[config.mk]
export PLATFORM = sky130hd
export DESIGN_NAME = stage_f_prefetch
export DESIGN_NICKNAME = d
export VERILOG_FILES = /design/src/rtl/stage_f_prefetch.sv
export SDC_FILE = /design/constraint.sdc
export NUM_CORES = 1
export LEC_CHECK = 0
export ABC_AREA = 1
export CORE_MARGIN = 4
export CORE_UTILIZATION = 35
export DETAILED_ROUTE_END_ITERATION = 10
export GPL_TIMING_DRIVEN = 1
export HOLD_SLACK_MARGIN = 0.03
export PLACE_DENSITY = 0.64
export SETUP_SLACK_MARGIN = 0.2
export SYNTH_ARGS = -nofsm -noshare
export SYNTH_HDL_FRONTEND = slang
export SYNTH_SLANG_ARGS = --single-unit
export TNS_END_PERCENT = 50
[constraint.sdc]
create_clock -name clk_i -period 16.91 [get_ports clk_i]
set_clock_uncertainty 0.15 [all_clocks]
set_input_delay 1.691 -clock clk_i [delete_from_list [all_inputs] [get_ports clk_i]]
set_output_delay 1.691 -clock clk_i [all_outputs]
set_load 0.005 [all_outputs]
[src/rtl/stage_f_prefetch.sv]
// -----------------------------------------------------------------------------
// stage_f_prefetch
//
// Instruction fetch stage for the Polaris core. Masters the 32-bit F-bus
// (classic Wishbone, single outstanding cycle) and buffers fetched words in a
// DEPTH-entry prefetch FIFO that feeds the decode stage. A redirect pulse
// (branch/trap) flushes the FIFO and restarts fetching at a new word address.
//
// Optional feature macro: F_ERR_EN
//   defined   : f_err_i port exists; a bus error pushes a tagged entry
//               {pc, 32'h0, err=1} and parks the fetcher in HALT until redirect.
//   undefined : no f_err_i port, i_err_o tied low, no HALT state.
//
// Ports
//   clk_i          clock, all state on the rising edge
//   reset_ni       asynchronous active-low reset (release is synchronous)
//   f_cyc_o        bus cycle active (select is implicitly 4'hF)
//   f_stb_o        strobe, always equal to f_cyc_o
//   f_adr_o        word address [ADDR_W-1:2]; this is the fetch PC
//   f_ack_i        bus acknowledge, may be combinational with f_cyc_o
//   f_dat_i        instruction word, valid with f_ack_i
//   f_err_i        bus error (F_ERR_EN builds only)
//   redirect_i     one-cycle pulse: flush and refetch from redirect_pc_i
//   redirect_pc_i  new fetch word address
//   i_valid_o      FIFO head valid
//   i_ready_i      decode accepts head (pop on i_valid_o & i_ready_i)
//   i_pc_o         word address of head instruction (0 when empty)
//   i_insn_o       head instruction (0 when empty)
//   i_err_o        head fetch faulted
// -----------------------------------------------------------------------------
module stage_f_prefetch #(
   parameter int          ADDR_W   = 64,
   parameter int          DEPTH    = 4,
   parameter logic [63:0] RESET_PC = 64'hFFFF_FFFF_FFFF_FF00
) (
   input  logic              clk_i,
   input  logic              reset_ni,
   output logic              f_cyc_o,
   output logic              f_stb_o,
   output logic [ADDR_W-3:0] f_adr_o,
   input  logic              f_ack_i,
   input  logic [31:0]       f_dat_i,
`ifdef F_ERR_EN
   input  logic              f_err_i,
`endif
   input  logic              redirect_i,
   input  logic [ADDR_W-3:0] redirect_pc_i,
   output logic              i_valid_o,
   input  logic              i_ready_i,
   output logic [ADDR_W-3:0] i_pc_o,
   output logic [31:0]       i_insn_o,
   output logic              i_err_o
);

   localparam int PTR_W = (DEPTH > 1) ? $clog2(DEPTH) : 1;
   localparam int CNT_W = PTR_W + 1;
   localparam int WA_W  = ADDR_W - 2;
   localparam logic [CNT_W-1:0] DEPTH_C  = CNT_W'(DEPTH);
   localparam logic [WA_W-1:0]  RESET_WA = RESET_PC[ADDR_W-1:2];

`ifdef F_ERR_EN
   typedef enum logic [1:0] {ST_IDLE, ST_FETCH, ST_HALT} state_t;
`else
   typedef enum logic [1:0] {ST_IDLE, ST_FETCH} state_t;
`endif

   state_t            state_q, state_d;
   logic              cyc_q, cyc_d;
   logic [WA_W-1:0]   adr_q, adr_d;
   logic [PTR_W-1:0]  wr_ptr_q, wr_ptr_d;
   logic [PTR_W-1:0]  rd_ptr_q, rd_ptr_d;
   logic [CNT_W-1:0]  count_q, count_d;

   // FIFO storage: plain arrays, no reset; head is gated by valid instead.
   logic [WA_W-1:0]   pc_mem   [DEPTH];
   logic [31:0]       insn_mem [DEPTH];
`ifdef F_ERR_EN
   logic              err_mem  [DEPTH];
`endif

   logic              bus_err;
   logic              push;
   logic              push_ok;
   logic              pop;
   logic              mem_we;
   logic [CNT_W-1:0]  count_after;

   always_comb begin
`ifdef F_ERR_EN
      bus_err = cyc_q & f_err_i;
`else
      bus_err = 1'b0;
`endif
      // Error wins over ack; both produce a FIFO entry.
      push_ok = cyc_q & f_ack_i & ~bus_err;
      push    = push_ok | bus_err;
      pop     = (count_q != '0) & i_ready_i;
      mem_we  = push & ~redirect_i;

      count_after = count_q;
      if (push && !pop) begin
         count_after = count_q + 1'b1;
      end else if (pop && !push) begin
         count_after = count_q - 1'b1;
      end

      state_d  = state_q;
      cyc_d    = cyc_q;
      adr_d    = adr_q;
      wr_ptr_d = wr_ptr_q;
      rd_ptr_d = rd_ptr_q;
      count_d  = count_q;

      if (redirect_i) begin
         // Redirect beats everything: discard this cycle's ack and pop,
         // abort the open bus cycle and idle for exactly one clock.
         state_d  = ST_IDLE;
         cyc_d    = 1'b0;
         adr_d    = redirect_pc_i;
         wr_ptr_d = '0;
         rd_ptr_d = '0;
         count_d  = '0;
      end else begin
         if (push) wr_ptr_d = wr_ptr_q + 1'b1;
         if (pop)  rd_ptr_d = rd_ptr_q + 1'b1;
         count_d = count_after;

         case (state_q)
            ST_IDLE: begin
               if (count_after < DEPTH_C) begin
                  state_d = ST_FETCH;
                  cyc_d   = 1'b1;
               end
            end
            ST_FETCH: begin
               if (bus_err) begin
`ifdef F_ERR_EN
                  // Faulting address is kept so a debugger sees it on f_adr_o.
                  state_d = ST_HALT;
                  cyc_d   = 1'b0;
`endif
               end else if (push_ok) begin
                  adr_d = adr_q + 1'b1;
                  if (count_after >= DEPTH_C) begin
                     state_d = ST_IDLE;
                     cyc_d   = 1'b0;
                  end
               end
            end
`ifdef F_ERR_EN
            ST_HALT: begin
               cyc_d = 1'b0;
            end
`endif
            default: begin
               state_d = ST_IDLE;
               cyc_d   = 1'b0;
            end
         endcase
      end
   end

   always_ff @(posedge clk_i or negedge reset_ni) begin
      if (!reset_ni) begin
         state_q  <= ST_IDLE;
         cyc_q    <= 1'b0;
         adr_q    <= RESET_WA;
         wr_ptr_q <= '0;
         rd_ptr_q <= '0;
         count_q  <= '0;
      end else begin
         state_q  <= state_d;
         cyc_q    <= cyc_d;
         adr_q    <= adr_d;
         wr_ptr_q <= wr_ptr_d;
         rd_ptr_q <= rd_ptr_d;
         count_q  <= count_d;
      end
   end

   always_ff @(posedge clk_i) begin
      if (mem_we) begin
         pc_mem[wr_ptr_q]   <= adr_q;
         insn_mem[wr_ptr_q] <= bus_err ? 32'h0 : f_dat_i;
`ifdef F_ERR_EN
         err_mem[wr_ptr_q]  <= bus_err;
`endif
      end
   end

   assign f_cyc_o   = cyc_q;
   assign f_stb_o   = cyc_q;
   assign f_adr_o   = adr_q;
   assign i_valid_o = (count_q != '0);
   assign i_pc_o    = i_valid_o ? pc_mem[rd_ptr_q]   : '0;
   assign i_insn_o  = i_valid_o ? insn_mem[rd_ptr_q] : 32'h0;
`ifdef F_ERR_EN
   assign i_err_o   = i_valid_o & err_mem[rd_ptr_q];
`else
   assign i_err_o   = 1'b0;
`endif

endmodule

-- Yosys cells after proc, flatten, opt, wreduce, memory -nomap -nowiden
Memories as Yosys holds them, arrays and structs flattened.
Index checks and enable logic that the tools add are counted.
- register bits after elaboration: 72
- memory bits (writable): 376
- input port bits: 99
- logic and storage cells: 58
- memories kept: 2
- $add $sub $neg: 5
- magnitude comparators: 2
- equal/unequal tests: 4
- multiplexer cells: 24
- bitwise logic cells: 4
- reductions and logical operators: 11
- memories (memory ; words ; width ; rd ports ; clocked after memory_dff ; write ports ; line ; source):
    pc_mem ; 4 ; 62 ; 1 ; 0 ; 1 ; 75 ; logic [WA_W-1:0] pc_mem [DEPTH];
    insn_mem ; 4 ; 32 ; 1 ; 0 ; 1 ; 76 ; logic [31:0] insn_mem [DEPTH];
- operators by type and width (operator ; count):
    two-way mux 62 bit ; 4
    adder 62 x 1 -> 62 bit, second input constant ; 1
    two-way mux 32 bit ; 1
    two-way mux 2 bit ; 8
    two-way mux 3 bit ; 3
    != test 3 bit, second input constant ; 3
    two-way mux 1 bit ; 6
    nonzero test 2 bit ; 3
    adder 2 x 1 -> 2 bit, second input constant ; 2
    case mux 2 bit (2 select lines) ; 1
    adder 3 x 1 -> 3 bit, second input constant ; 1
    AND 1 bit ; 3
    >= comparator 3 bit, second input constant ; 1
    < comparator 3 bit, second input constant ; 1
    AND reduction 3 bit ; 1
    nonzero test 3 bit ; 1
    subtractor 3 x 1 -> 3 bit, second input constant ; 1
    equality test 2 x 1 -> 1 bit, second input constant ; 1
    logical AND 1 bit ; 2
    zero test 1 bit ; 2
    zero test 2 bit ; 1
    case mux 1 bit (2 select lines) ; 1
    AND reduction 2 bit ; 1
    NOT 1 bit ; 1

-- Logic depth before layout (Yosys ltp)
- depth after elaboration: 10
- depth in mapped cells: 11
- depth with buffers taken out: 11

-- Worst setup path before layout
No wires, ideal clock.
- kind: input to register
- start point: input port redirect_i
- end point: memory insn_mem[0][0] (enable)
- library setup time: 0.548 ns
- arrival time: 6.414 ns
- path slack: 9.798 ns
- stages: 5
- cells stage by stage: buf_2 > nor2_4 > clkinv_1 > clkbuf_1 > nor2_1
- cells in the longest elaborated chain, start to end: 4
- ends and longest elaborated chain (item ; line ; source):
    from (decl) ; 46 ; input logic redirect_i,
    NOT 1 bit ; 98 ; mem_we = push & ~redirect_i;
    AND 1 bit ; 98 ;
    two-way mux 1 bit ; 182 ; if (mem_we) begin
    two-way mux 1 bit ; 184 ; insn_mem[wr_ptr_q] <= bus_err ? 32'h0 : f_dat_i;
    to (decl) ; 76 ;
No other way between the ends.

-- Final worst setup path
- start point: input port f_ack_i
- end point: memory pc_mem[1][44] in the netlist's numbering (enable)
- cells in the longest elaborated chain, start to end: 4
- ends and longest elaborated chain (item ; line ; source):
    from (decl) ; 41 ; input logic f_ack_i,
    AND 1 bit ; 95 ; push_ok = cyc_q & f_ack_i & ~bus_err;
    AND 1 bit ; 98 ;
    two-way mux 1 bit ; 182 ;
    two-way mux 1 bit (implied by the code) ; 183 ; pc_mem[wr_ptr_q] <= adr_q;
    to (decl) ; 75 ;
No other way between the ends.

==> run_results.csv <==
group,metric,value,unit
sta,final-setup-viol-count,0,
sta,drv_slew,0,
die,start_util,35.27,%
logic_synthesis,synth_top_area_share,56.89,%
logic_synthesis,synth-seq-area-share,66.07,%
hold_path,whs_endpoint,"count_q[0]$_DFF_PN0_",
final_layout,design_area,24720,um2
die,die_w,246.1,um
logic_synthesis,avgSynthCellArea,9.963,um2
worst_setup_path,cp_cell_sequence,"clkdlybuf4s50_1 > nand2_1 > nor2_4 > clkinv_1 > nor2_4 > buf_4",
placed_design,place_area,23140,um2
final_layout,final_core_util,43.92,%
worst_setup_path,r2r_cells,5,
logic_synthesis,yosysWarnings,0,
sta,setup_tns,0,ps
die,num_rows,87,
final_layout,area_delta_synth_final,24.54,%
clock_network,root_buffer,"clkbuf_16",
clock_network,hold_buffers,0,
drt,drtAntennaViolNets,0,
clock_network,postCtsSetupBuffers,0,
die,die-height,246.1,um
sta,min_period,6354,ps
sta,whs,374.6,ps
logic_synthesis,syn_inst,1992,
final_layout,drive_above_1_share,7.754,%
worst_setup_path,r2r-start,"state_q[0]$_DFFE_PN0P_",
sta,max_slew_margin,20.55,%
sta,finalHoldViolCount,0,
logic_synthesis,synth_edf_count,376,
logic_synthesis,syn_area,19850,um2
clock_network,clockBufferDepth,3,
hold_path,whs_path_depth,1,
clock_network,clk_latency,570,ps
drt,drtIter0Drc,1145,
logic_synthesis,synth-seq-cells,446,
clock_network,postCtsResizedCells,0,
placed_design,dpl.hpwl,38420,um
hold_path,hold_start,"count_q[0]$_DFF_PN0_",
worst_setup_path,slowest_stage,"nor2_4",
flow_run,maxCapViolations,0,
global_route,grt_pass1_wl,87170,um
worst_setup_path,path_class,"in -> reg",
worst_setup_path,cp-end-kind,"flip-flop",
worst_setup_path,cpMostUsedCell,"nor2_4",
global_route,antenna_found_initial,1,
final_layout,fin_nets,2328,
placed_design,gp_congestion,0.9226,
global_route,grt_max_degree,119,
pwr,power.density,141.7,nW/um2
logic_synthesis,ys_top_cells_by_count,"nor2_1 (522), edfxtp_1 (376), nand2_1 (347), o21ai_0 (229), a21oi_1 (101)",
logic_synthesis,yosysTopAreaCell,"edfxtp_1",
logic_synthesis,ys_async_sr_fraction,15.70,%
clock_network,cts_buffers,47,
outcome,status,"finished clean",
logic_synthesis,ys_types,32,
clock_network,cts_tree,"built",
drt,drt_wl_total,57930,um
clock_network,htreeDepth,2,
final_layout,fin_cells,3014,
worst_setup_path,cp_max_fo,63,
placed_design,portBuffers,257,
logic_synthesis,syn_nets,2099,
placed_design,dp_cells,2928,
drt,viasPerCell,4.918,
worst_setup_path,cp-start-kind,"input pin",
worst_setup_path,max_stage_delay,1060,ps
drt,drt_pre_antenna_iters,5,
drt,drc,0,
clock_network,path_clk_slew,60,ps
pwr,p_leak,8.586,nW
final_layout,fillCellCount,5266,
die,core_area,56280,um2
global_route,grt-ovfl-total,0,
worst_setup_path,r2r_slack,11760,ps
sta,max_freq,0.1574,GHz
drt,wire_per_inst,19.22,um
sta,period_share,37.57,%
global_route,grt_usage,18.74,%
worst_setup_path,worstPathRequired,16950,ps
logic_synthesis,yosys-top-cells-area,"edfxtp_1 (57%), nor2_1 (9.9%), dfstp_2 (7.4%)",
drt,vias,14823,
pwr,ir_drop,0.08873,mV
worst_setup_path,r2r_end,"pc_mem[1][44]$_DFFE_PP_",
clock_network,cts.sinks,446,
logic_synthesis,synth.most_common_cell,"nor2_1",
sta,worstMarginPinSlew,1192,ps
sta,rsz0062_at_grt,"no",
global_route,grt_pass1_vias,14437,
logic_synthesis,ys.flop_type,"edfxtp_1",
die,io_pins,259,
worst_setup_path,worst_ep_arrival_time,6390,ps
hold_path,hold_path.class,"reg -> reg",
die,die_area,60580,um2
[worst max-delay path: cells and delay by family]
family        cells  cell delay, ps
simple gates      3            2150
buf+inv           3            2420
[per-layer routing]
layer  track usage, %  part of all wire, %  routed length, um
met2            31.40                   48              27930
met5                0                    0                  0
met1            24.94                   43              24730
met3            3.254                  6.1               3537
met4            5.924                  3.0               1726
[power by group]
part | switching [mW] | total, mW | internal (mW)
clock | 0.416 | 1.05 | 0.633
combinational | 0.548 | 1.02 | 0.467
sequential | 0.134 | 1.44 | 1.31
[layout by cell type, fill, tap and decap left out, types with 12 or more instances in the layout]
cell / synthesis / final
dfrtp_1: 14 / 12
inv_1: 94 / 94
nand3_1: 59 / 59
nor2_4: 7 / 12
buf_4: 2 / 15
xor2_1: 18 / 18
o21ai_0: 229 / 229
a21oi_1: 101 / 101
clkdlybuf4s50_1: 0 / 255
clkinv_1: 1 / 12
dfstp_2: 56 / 56
nor2_1: 522 / 517
nand2_1: 347 / 347
edfxtp_1: 376 / 376
clkbuf_16: 0 / 49
[cell families after synthesis]
kind of cell             after synthesis  synth area share, %
AO/OA/AOI/OAI                        362                9.475
XOR/XNOR                              24                1.059
adder cells (fa/ha/maj)                8               0.5044
buffers and inverters                193                3.833
flip-flops                           446                66.07
other                                  1              0.01889
AND/OR/NAND/NOR                      958                19.04
[state kept, by name (all words and copies together), names as in the netlist]
name / flops
insn_mem: 128
f_adr_o: 62
pc_mem: 248
wr_ptr_q: 2
count_q: 3
state_q: 1
rd_ptr_q: 2
[layout make-up]
type | count | area [um2] | area share (%)
Sequential cell | 446 | 13120 | 53.08
Multi-Input combinational cell | 1353 | 6011 | 24.32
Timing Repair Buffer | 272 | 2675 | 10.82
Clock buffer | 54 | 1245 | 5.037
Tap cell | 756 | 945.9 | 3.827
Inverter | 101 | 384.1 | 1.554
Clock inverter | 31 | 332.8 | 1.347
Antenna cell | 1 | 2.502 | 0.01012
[how the worst max path moves through the flow]
stage	startpoint	to	slack, ps	cells after the start
after floorplan	redirect_i	insn_mem[0][0]$_DFFE_PP_	9800	5
after global placement	f_ack_i	insn_mem[1][7]$_DFFE_PP_	10060	6
after detailed placement	f_ack_i	pc_mem[1][51]$_DFFE_PP_	9910	6
after CTS	f_ack_i	pc_mem[1][47]$_DFFE_PP_	10510	6
after global routing	f_ack_i	pc_mem[1][52]$_DFFE_PP_	10250	6
final	f_ack_i	pc_mem[1][44]$_DFFE_PP_	10560	6
[stage by stage]
step                      setup WS (ps)  total power, mW
after global placement            10060            2.474
after detailed placement           9910            2.489
final                             10560            3.503
after global routing              10250            3.691
after CTS                         10510            3.545
after floorplan                    9798            1.867
Note: power is estimated with default switching activity, not from simulation.
